## src/rtl/wheel_pwm_pkg.sv

```systemverilog
// Shared definitions for the wheel PWM driver: widths, duty scaling, channel
// state encoding and the magnitude-to-duty saturation used by every channel.
// Inputs are signed Q(17-8).8 speeds; the Q scaling is folded into DUTY_SHIFT.
package wheel_pwm_pkg;

  localparam int unsigned N_WIDTH          = 17;
  localparam int unsigned PWM_BITS         = 10;
  localparam int unsigned DUTY_SHIFT       = 6;
  localparam int unsigned DEADTIME_PERIODS = 2;

  localparam logic [PWM_BITS-1:0] DUTY_MAX = '1;

  typedef enum logic {
    ST_RUN,
    ST_DEAD
  } chan_state_e;

  // Scale an unsigned speed magnitude to a PWM duty, clamped to DUTY_MAX.
  function automatic logic [PWM_BITS-1:0] sat_duty(input logic [N_WIDTH-1:0] mag);
    logic [N_WIDTH-1:0] shifted;
    shifted = mag >> DUTY_SHIFT;
    if (shifted > N_WIDTH'(DUTY_MAX)) begin
      return DUTY_MAX;
    end
    return shifted[PWM_BITS-1:0];
  endfunction

endpackage

```

## src/rtl/wheel_pwm_channel.sv

```systemverilog
// One wheel channel: samples its speed command at period boundaries, converts
// it to duty/direction, inserts dead-time on reversals and drives the PWM pin.
// Ports:
//   clk_i, rst_i   clock, synchronous active-high reset
//   cnt_i          shared PWM counter value of the current cycle
//   boundary_i     high in the cycle where cnt_i == DUTY_MAX
//   enable_i       0 -> zero duty for the next period
//   w_i            signed wheel speed command
//   pwm_o, dir_o   registered PWM and direction (1 = forward)
module wheel_pwm_channel
  import wheel_pwm_pkg::*;
#(
  parameter int unsigned DEADTIME_PERIODS = wheel_pwm_pkg::DEADTIME_PERIODS
) (
  input  logic                       clk_i,
  input  logic                       rst_i,
  input  logic [PWM_BITS-1:0]        cnt_i,
  input  logic                       boundary_i,
  input  logic                       enable_i,
  input  logic signed [N_WIDTH-1:0]  w_i,
  output logic                       pwm_o,
  output logic                       dir_o
);

  localparam int unsigned DEAD_W = (DEADTIME_PERIODS > 1) ? $clog2(DEADTIME_PERIODS) : 1;
  localparam logic [DEAD_W-1:0] DEAD_LOAD = DEAD_W'(DEADTIME_PERIODS - 1);

  chan_state_e         state_q, state_d;
  logic [PWM_BITS-1:0] duty_q, duty_d;
  logic [DEAD_W-1:0]   dead_q, dead_d;
  logic                dir_q, dir_d;
  logic                pwm_q, pwm_d;

  logic [N_WIDTH-1:0]  w_u_c;
  logic [N_WIDTH-1:0]  mag_c;
  logic                sign_new_c;
  logic [PWM_BITS-1:0] duty_new_c;
  logic [PWM_BITS-1:0] cnt_nxt_c;

  // Magnitude as unsigned: the most negative input maps to 2^(N-1) without overflow.
  assign w_u_c      = $unsigned(w_i);
  assign mag_c      = w_i[N_WIDTH-1] ? (~w_u_c + N_WIDTH'(1)) : w_u_c;
  assign sign_new_c = ~w_i[N_WIDTH-1];
  assign duty_new_c = enable_i ? sat_duty(mag_c) : '0;
  assign cnt_nxt_c  = cnt_i + PWM_BITS'(1);

  // Next state; the PWM bit is precomputed for the counter value of the next cycle
  // so a new duty is visible exactly from the cycle where cnt == 0.
  always_comb begin
    state_d = state_q;
    duty_d  = duty_q;
    dead_d  = dead_q;
    dir_d   = dir_q;
    if (boundary_i) begin
      case (state_q)
        ST_RUN: begin
          if (duty_new_c == '0) begin
            duty_d = '0;
          end else if (sign_new_c == dir_q) begin
            duty_d = duty_new_c;
          end else begin
            duty_d  = '0;
            dead_d  = DEAD_LOAD;
            state_d = ST_DEAD;
          end
        end
        ST_DEAD: begin
          duty_d = '0;
          if (dead_q != '0) begin
            dead_d = dead_q - DEAD_W'(1);
          end else begin
            dir_d   = sign_new_c;
            duty_d  = duty_new_c;
            state_d = ST_RUN;
          end
        end
      endcase
    end
    pwm_d = (cnt_nxt_c < duty_d);
  end

  always_ff @(posedge clk_i) begin
    if (rst_i) begin
      state_q <= ST_RUN;
      duty_q  <= '0;
      dead_q  <= '0;
      dir_q   <= 1'b1;
      pwm_q   <= 1'b0;
    end else begin
      state_q <= state_d;
      duty_q  <= duty_d;
      dead_q  <= dead_d;
      dir_q   <= dir_d;
      pwm_q   <= pwm_d;
    end
  end

  assign pwm_o = pwm_q;
  assign dir_o = dir_q;

endmodule

```

## src/rtl/wheel_pwm_driver.sv

```systemverilog
// Four-wheel PWM driver: shared free-running PWM counter, period pulse and
// four independent channels with boundary-only updates and reversal dead-time.
// Ports:
//   WHEEL_PWM_DRIVER_CLOCK_50       system clock
//   WHEEL_PWM_DRIVER_RESET_InHigh   synchronous active-high reset
//   WHEEL_PWM_DRIVER_ENABLE_In      0 -> all duties 0 from the next boundary
//   WHEEL_PWM_DRIVER_W1..W4_InBus   signed wheel speed commands
//   WHEEL_PWM_DRIVER_PWM1..4_Out    PWM to the bridge enables
//   WHEEL_PWM_DRIVER_DIR1..4_Out    1 = forward, 0 = reverse
//   WHEEL_PWM_DRIVER_PERIOD_Out     1-cycle pulse in the cycle where cnt == 0
module wheel_pwm_driver
  import wheel_pwm_pkg::*;
#(
  parameter int unsigned DEADTIME_PERIODS = wheel_pwm_pkg::DEADTIME_PERIODS
) (
  input  logic                      WHEEL_PWM_DRIVER_CLOCK_50,
  input  logic                      WHEEL_PWM_DRIVER_RESET_InHigh,
  input  logic                      WHEEL_PWM_DRIVER_ENABLE_In,
  input  logic signed [N_WIDTH-1:0] WHEEL_PWM_DRIVER_W1_InBus,
  input  logic signed [N_WIDTH-1:0] WHEEL_PWM_DRIVER_W2_InBus,
  input  logic signed [N_WIDTH-1:0] WHEEL_PWM_DRIVER_W3_InBus,
  input  logic signed [N_WIDTH-1:0] WHEEL_PWM_DRIVER_W4_InBus,
  output logic                      WHEEL_PWM_DRIVER_PWM1_Out,
  output logic                      WHEEL_PWM_DRIVER_PWM2_Out,
  output logic                      WHEEL_PWM_DRIVER_PWM3_Out,
  output logic                      WHEEL_PWM_DRIVER_PWM4_Out,
  output logic                      WHEEL_PWM_DRIVER_DIR1_Out,
  output logic                      WHEEL_PWM_DRIVER_DIR2_Out,
  output logic                      WHEEL_PWM_DRIVER_DIR3_Out,
  output logic                      WHEEL_PWM_DRIVER_DIR4_Out,
  output logic                      WHEEL_PWM_DRIVER_PERIOD_Out
);

  logic                clk;
  logic                rst;
  logic [PWM_BITS-1:0] cnt_q;
  logic                period_q;
  logic                boundary_c;

  assign clk        = WHEEL_PWM_DRIVER_CLOCK_50;
  assign rst        = WHEEL_PWM_DRIVER_RESET_InHigh;
  assign boundary_c = (cnt_q == DUTY_MAX);

  // Counter resets to DUTY_MAX so the first cycle after reset is a boundary.
  always_ff @(posedge clk) begin
    if (rst) begin
      cnt_q    <= DUTY_MAX;
      period_q <= 1'b0;
    end else begin
      cnt_q    <= cnt_q + PWM_BITS'(1);
      period_q <= boundary_c;
    end
  end

  assign WHEEL_PWM_DRIVER_PERIOD_Out = period_q;

  wheel_pwm_channel #(.DEADTIME_PERIODS(DEADTIME_PERIODS)) u_ch1 (
    .clk_i(clk), .rst_i(rst), .cnt_i(cnt_q), .boundary_i(boundary_c),
    .enable_i(WHEEL_PWM_DRIVER_ENABLE_In), .w_i(WHEEL_PWM_DRIVER_W1_InBus),
    .pwm_o(WHEEL_PWM_DRIVER_PWM1_Out), .dir_o(WHEEL_PWM_DRIVER_DIR1_Out)
  );

  wheel_pwm_channel #(.DEADTIME_PERIODS(DEADTIME_PERIODS)) u_ch2 (
    .clk_i(clk), .rst_i(rst), .cnt_i(cnt_q), .boundary_i(boundary_c),
    .enable_i(WHEEL_PWM_DRIVER_ENABLE_In), .w_i(WHEEL_PWM_DRIVER_W2_InBus),
    .pwm_o(WHEEL_PWM_DRIVER_PWM2_Out), .dir_o(WHEEL_PWM_DRIVER_DIR2_Out)
  );

  wheel_pwm_channel #(.DEADTIME_PERIODS(DEADTIME_PERIODS)) u_ch3 (
    .clk_i(clk), .rst_i(rst), .cnt_i(cnt_q), .boundary_i(boundary_c),
    .enable_i(WHEEL_PWM_DRIVER_ENABLE_In), .w_i(WHEEL_PWM_DRIVER_W3_InBus),
    .pwm_o(WHEEL_PWM_DRIVER_PWM3_Out), .dir_o(WHEEL_PWM_DRIVER_DIR3_Out)
  );

  wheel_pwm_channel #(.DEADTIME_PERIODS(DEADTIME_PERIODS)) u_ch4 (
    .clk_i(clk), .rst_i(rst), .cnt_i(cnt_q), .boundary_i(boundary_c),
    .enable_i(WHEEL_PWM_DRIVER_ENABLE_In), .w_i(WHEEL_PWM_DRIVER_W4_InBus),
    .pwm_o(WHEEL_PWM_DRIVER_PWM4_Out), .dir_o(WHEEL_PWM_DRIVER_DIR4_Out)
  );

endmodule
```

## config.mk

```make
export PLATFORM = sky130hd
export DESIGN_NAME = wheel_pwm_driver
export DESIGN_NICKNAME = d
export VERILOG_FILES = /design/src/rtl/wheel_pwm_pkg.sv /design/src/rtl/wheel_pwm_channel.sv /design/src/rtl/wheel_pwm_driver.sv
export SDC_FILE = /design/constraint.sdc
export NUM_CORES = 1
export LEC_CHECK = 0
export ABC_AREA = 1
export CORE_MARGIN = 2
export CORE_UTILIZATION = 40
export DETAILED_ROUTE_END_ITERATION = 7
export SLEW_MARGIN = 20
export SYNTH_ARGS = -nofsm -noshare
export SYNTH_HDL_FRONTEND = slang
export SYNTH_HIERARCHICAL = 1
export SYNTH_SLANG_ARGS = --single-unit
```

## constraint.sdc

```tcl
create_clock -name WHEEL_PWM_DRIVER_CLOCK_50 -period 3.2 [get_ports WHEEL_PWM_DRIVER_CLOCK_50]
set_clock_uncertainty 0.05 [all_clocks]
set_input_delay 0.64 -clock WHEEL_PWM_DRIVER_CLOCK_50 [delete_from_list [all_inputs] [get_ports WHEEL_PWM_DRIVER_CLOCK_50]]
set_output_delay 0.64 -clock WHEEL_PWM_DRIVER_CLOCK_50 [all_outputs]
set_load 0.01 [all_outputs]
```

==> flow_summary.json, run 1 <==
{
  "status": "finished clean",
  "required_ns": 3.42,
  "layoutNonFillerInstCount": 1394,
  "synth_compound_gate_area_share": 0.150,
  "synth_common_cells": "269 x nand2_1, 116 x nand3_1, 108 x inv_1",
  "irDropWorstVdd_uv": 262,
  "layout.nets": 1287,
  "antenna_cells": 0,
  "post_synth_xor_area_fraction": 0.0539,
  "fraction_of_synthesized_area_in_multiplexers": 0.0122,
  "synthDominantAreaCellType": "dfxtp_1",
  "cap_violations": 0,
  "global_route_wire_length_before_repair_um": 29400,
  "yosys.area_share.simple": 0.414,
  "largest_net_degree_at_the_start_of_global_routing": 35,
  "route.detailed.wl_per_inst_um": 12.3,
  "die_y_um": 132,
  "cts_root_buf": "clkbuf_16",
  "synth.distinct_cells": 38,
  "first_global_vias": 6413,
  "synth-edff-count": 0,
  "core_area_um2": 15900,
  "largest_fanout_on_the_critical_path": 8,
  "reg2reg_to": "u_ch4/pwm_o",
  "cts.reportedPaths.clkPinSlew_ns": 0.05,
  "globalRouteTotalUtil": 0.197,
  "hpwl_um": 13300,
  "cts_tree": "done",
  "total_count_of_hold_check_failures_in_the_final_report": 0,
  "criticalPathCategory": "in -> reg",
  "worst_slew_pin_slew_ns": 0.452,
  "final_layout_size_suffix_gt1_frac": 0.173,
  "cts_max_level": 3,
  "clock_insertion_delay_worst_skew_ns": 0.34,
  "async_reset_ff_frac": 0,
  "worst_slew_margin_rel": 0.698,
  "cts-hold-fix-buffers": 0,
  "synth_seq_cells": 67,
  "netlist_area_um2": 6570,
  "clk_path_buf_depth": 2,
  "crit-reg2reg-launch": "cnt_q[1]",
  "crit_path_max_incr_delay_ns": 0.46,
  "synth_most_common_cell": "nand2_1",
  "port_buf_inserts": 79,
  "holdCritPathClass": "reg -> reg",
  "hold_path_startpoint": "u_ch4/duty_q[2]",
  "clock_sinks": 67,
  "drt_first_pass_iters": 5,
  "finalCritPeriodShare": 0.935,
  "proportion_of_netlist_area_held_by_the_largest_area_contributor": 0.204,
  "synth_fp_nets": 1125,
  "post_synth.cell_area_avg_um2": 6.49,
  "num_rows": 46,
  "grt_overflow_total": 0,
  "post_synth_inst_count": 1013,
  "die-area_um2": 17500,
  "worstRegToRegCells": 15,
  "synth_top_cells_by_area": "dfxtp_1 20%, nand2_1 15%, nand3_1 8.8%",
  "synth_sequential_area_ratio": 0.204,
  "routed_via_density": 4.91,
  "chipWidth_um": 132,
  "detail_route.drc_violations": 0,
  "r2r_setup_slack_ns": 0.27,
  "min_period_ns": 2.99,
  "initial_utilization": 0.412,
  "relative_area_change_from_synthesis_to_final_layout_pct": 30.9,
  "whs_path_depth": 2,
  "grt_antenna_before_repair": 0,
  "cts_buffers": 9,
  "max_clock_freq_mhz": 334,
  "final_max_slew_viol_count": 0,
  "min_delay_worst_endpoint": "u_ch4/duty_q[2]",
  "synth-adder-area-share": 0.0781,
  "placed_cells_incl_taps": 1377,
  "worstSetupStartpointType": "input pin",
  "power.leakage_uw": 0.00399,
  "setup-violations-final": 0,
  "fill_cells": 1571,
  "pwr_density_cell_nw_per_um2": 399,
  "totalWireLength_um": 17100,
  "dominantRegCellSynth": "dfxtp_1",
  "end_kind": "flip-flop",
  "crit_path_top_delay_cell": "clkdlybuf4s50_1",
  "synth_top_family_by_area": "simple AND/OR/NAND/NOR gates",
  "gp_congestion": 0.838,
  "crit_chain": "clkdlybuf4s50_1 > nor2_2 > nand2_1 > nor2_4 > nand3_4 > nand3_2 > nand2_1 > o31ai_2 > a21boi_0 > ha_1 > a21oi_1 > nor2_2 > a211oi_2 > o21ai_1 > nand3_1 > nand3_1 > a21oi_2",
  "ios": 80,
  "initialDrtViolationCount": 388,
  "finalHoldWorstSlack_ns": 0.419,
  "cp_data_arrival_time_ns": 3.22,
  "sequential_cell_area_um2": 1340,
  "grt_setup_unrepaired": "yes",
  "multi_input_comb_area_um2": 4720,
  "drt.antenna.violating_nets": 0,
  "ys.warnings.count": 6,
  "routed-via-count": 6846
}
cell families (layout without fill, tap and decap cells):
family,Yosys count,after routing
flip-flops,67,67
AO/OA/AOI/OAI,140,140
AND/OR/NAND/NOR,580,580
multiplexers,8,8
buffers and inverters,140,305
XOR/XNOR,37,37
adder cells (fa/ha/maj),41,41
area by class of cell:
type	instances	share of cell area
clock buffer	10	0.0266
clock inverter	4	0.00233
inverter	108	0.0471
multi-input combinational	806	0.548
sequential	67	0.156
tap	216	0.0314
timing repair buffer	183	0.188
where the power goes:
part | switching (uW) | total (uW) | internal [uW]
logic | 906 | 1630 | 724
clock network | 350 | 859 | 509
registers | 43.9 | 944 | 900
total | 1300 | 3430 | 2130
flip-flops by register name, indices dropped and copies added, names as in the netlist, 10 cells and up:
signal	count
cnt_q	10
u_ch1/duty_q	10
u_ch2/duty_q	10
u_ch3/duty_q	10
u_ch4/duty_q	10
worst max-delay path, delay by kind of cell:
family	cells	cell delay, ns
AND/OR/NAND/NOR	9	0.97
adder cells (fa/ha/maj)	1	0.23
buffers and inverters	1	0.46
AO/OA/AOI/OAI	6	0.92
layout by cell type (no fill, tap or decap), types with 2 or more instances in the layout:
cell type / n
nand3_1: 116
nand2_1: 269
o31ai_2: 16
xnor2_1: 17
a21boi_0: 12
xor2_1: 16
ha_1: 41
mux2i_1: 8
nand3b_1: 20
buf_2: 2
nor2_1: 99
o21ai_1: 6
o21ai_4: 3
a21boi_1: 5
a211oi_1: 3
dlymetal6s2s_1: 2
inv_1: 108
buf_12: 4
clkbuf_16: 9
nor2_4: 7
buf_4: 99
nand3_2: 18
xnor2_2: 4
o21a_1: 4
clkdlybuf4s50_1: 75
nor2_2: 16
dfxtp_1: 67
a21boi_2: 3
a21o_1: 4
nor4_1: 3
clkinv_2: 4
nand3_4: 4
nand4_1: 16
a21oi_1: 37
o21ai_0: 29
and2_1: 4
a21oi_2: 8
a32o_1: 8
and3_1: 4
metrics by stage:
step	setup slack (ns)	power [uW]	TNS, ns	util	instance area (um2)
CTS	0.156	3440	0	0.534	8510
detailed placement	-0.181	2550	-0.483	0.518	8260
finish	0.207	3430	0	0.540	8600
floorplan	0.270	2020	0	-	6570
global route	-0.0233	3750	-0.0369	0.540	8600
global placement	-0.186	2520	-0.543	0.518	8260
layer usage:
layer	global-route usage	vias to the layer above	wire, um	share of wire
met4	0.0418	0	163	0.0095
met3	0.0392	12	542	0.032
met2	0.332	71	7960	0.47
met1	0.262	3067	8420	0.49
met5	0	-	0	0
li1	-	3696	-	-
worst max path at each step:
stage | cells after the start | slack [ns] | start | to
2_1_floorplan | 18 | 0.27 | cnt_q[0] | u_ch1/pwm_o
3_3_place_gp | 13 | -0.19 | WHEEL_PWM_DRIVER_W2_InBus[12] | u_ch2/pwm_o
5_1_grt | 19 | -0.02 | WHEEL_PWM_DRIVER_W2_InBus[5] | u_ch2/pwm_o
3_5_place_dp | 13 | -0.18 | WHEEL_PWM_DRIVER_W2_InBus[12] | u_ch2/pwm_o
4_1_cts | 13 | 0.16 | WHEEL_PWM_DRIVER_W2_InBus[12] | u_ch2/pwm_o
6_report | 17 | 0.21 | WHEEL_PWM_DRIVER_W1_InBus[7] | u_ch1/pwm_o
timing repair:
item	CTS	global route
gates resized for setup	0	18
buffers inserted	0	3
setup endpoints to repair	0	3
(Power assumes the default switching activity.)
==> inputs of run 2 (changes only) <==
CORE_UTILIZATION = 50   (was 40)
PLACE_DENSITY = 0.73   (was not set)
==> flow_summary.json, run 2 (synthesis gave the netlist of run 1 again) <==
{
  "first_global_vias": 6327,
  "cts_root_buf": "clkbuf_16",
  "detail_route.drc_violations": 0,
  "postLayoutCoreUtil": 0.678,
  "max_clock_freq_mhz": 329,
  "irDropWorstVdd_uv": 419,
  "routed_via_density": 5.24,
  "hpwl_um": 12500,
  "cts_tree": "done",
  "antenna_cells": 0,
  "total_count_of_hold_check_failures_in_the_final_report": 0,
  "sequential_cell_area_um2": 1340,
  "end_kind": "flip-flop",
  "cts_buffers": 9,
  "pwr_density_cell_nw_per_um2": 418,
  "globalRouteTotalUtil": 0.238,
  "routed-via-count": 7033,
  "fill_cells": 1141,
  "relative_area_change_from_synthesis_to_final_layout_pct": 31.2,
  "clk_path_buf_depth": 2,
  "cts-hold-fix-buffers": 0,
  "chipWidth_um": 119,
  "layout.nets": 1278,
  "ios": 80,
  "final_max_slew_viol_count": 0,
  "whs_path_depth": 2,
  "core_area_um2": 12700,
  "setup-violations-final": 0,
  "gp_congestion": 0.896,
  "setup-tns-final_ns": 0,
  "holdCritPathClass": "reg -> reg",
  "clock_insertion_delay_worst_skew_ns": 0.34,
  "commonest_non_fill_non_tap_cells_in_the_layout": "264 x nand2_1, 113 x nand3_1, 106 x inv_1",
  "cp_data_arrival_time_ns": 3.21,
  "cts.reportedPaths.clkPinSlew_ns": 0.06,
  "drt.antenna.violating_nets": 0,
  "largest_net_degree_at_the_start_of_global_routing": 69,
  "final_layout_size_suffix_gt1_frac": 0.186,
  "clock_sinks": 67,
  "cts_max_level": 3,
  "route.detailed.wl_per_inst_um": 12.7,
  "global_route_wire_length_before_repair_um": 28400,
  "multi_input_comb_area_um2": 4830,
  "totalWireLength_um": 17000,
  "num_rows": 41,
  "grt_setup_unrepaired": "yes",
  "layout.cells.most_common": "nand2_1",
  "worst_slew_margin_rel": 0.674,
  "die_y_um": 119,
  "criticalPathCategory": "in -> reg",
  "initial_utilization": 0.517,
  "min_period_ns": 3.04,
  "initialDrtViolationCount": 395,
  "worst_slew_pin_slew_ns": 0.489,
  "grt_overflow_total": 0,
  "port_buf_inserts": 79,
  "power.leakage_uw": 0.00396,
  "grt_antenna_before_repair": 0,
  "worstRegToRegCells": 14,
  "drt_first_pass_iters": 6,
  "status": "finished clean",
  "die-area_um2": 14100,
  "layoutNonFillerInstCount": 1343,
  "required_ns": 3.38,
  "largest_fanout_on_the_critical_path": 8,
  "finalCritPeriodShare": 0.950,
  "placed_cells_incl_taps": 1311,
  "worstSetupStartpointType": "input pin",
  "cap_violations": 0
}
## run 2: cell types whose count changed in the layout (fill, tap and decap cells not counted), moves of 4 or more
cell,before,now
buf_4,99,89
clkbuf_8,0,4
o31ai_2,16,11
nand2_1,269,264
nand2_2,1,6
o31ai_4,0,5
nor2_1,99,91
nor2_2,16,25
## run 2: timing repair
action | CTS | global route
resized for setup | 0 | 44
setup endpoints to repair | 0 | 4
buffers inserted | 0 | 15
## run 2: stage by stage
stage | setup slack [ns] | hold slack (ns) | total power (uW) | area (um2)
finish | 0.161 | 0.414 | 3600 | 8620
global route | -0.105 | 0.435 | 3870 | 8620
CTS | 0.146 | 0.418 | 3500 | 8320
detailed placement | -0.149 | 0.409 | 2510 | 8030
global placement | -0.147 | 0.403 | 2470 | 8030
floorplan | 0.270 | 0.396 | 2020 | 6570
## run 2: area by class of cell
class / count / area share
clock inverters: 1 / 0.000580
repair buffers: 173 / 0.177
multi-input cells: 806 / 0.560
repair inverters: 1 / 0.000580
well taps: 172 / 0.0250
inverters: 108 / 0.0479
clock buffers: 15 / 0.0334
flip-flops and latches: 67 / 0.156
## run 2: layer usage
layer	track usage	vias up	wire (um)
li1	-	3674	-
met1	0.314	3183	8060
met2	0.395	155	8000
met3	0.0357	21	688
met4	0.0796	0	263
met5	0	-	0
## run 2: path summary, 6_finish.rpt
path / startpoint / to / slack, ns
worst max register to register: cnt_q[0] / u_ch1/pwm_o / 0.21
worst min register to register: u_ch3/duty_q[7] / u_ch3/duty_q[7] / 0.41
worst min-delay path: u_ch3/duty_q[7] / u_ch3/duty_q[7] / 0.41
worst max-delay path: WHEEL_PWM_DRIVER_W1_InBus[5] / u_ch1/pwm_o / 0.16
## run 2: report_power, final
part	internal [uW]	total (uW)	switching, uW
Sequential	900	946	45.4
Clock	608	974	365
Combinational	741	1690	944
## run 2: worst max-delay path, stage by stage
cell and delay (ns):
clkdlybuf4s50_1 0.44, nor2_1 0.13, nand2_1 0.10, nor2_4 0.18
nand3_4 0.15, buf_4 0.17, nand3_2 0.07, nand3_2 0.10
inv_1 0.08, nand3_1 0.07, o31ai_2 0.10, a21boi_0 0.15
ha_1 0.29, nand2_1 0.06, nor4_1 0.39, a21oi_2 0.09
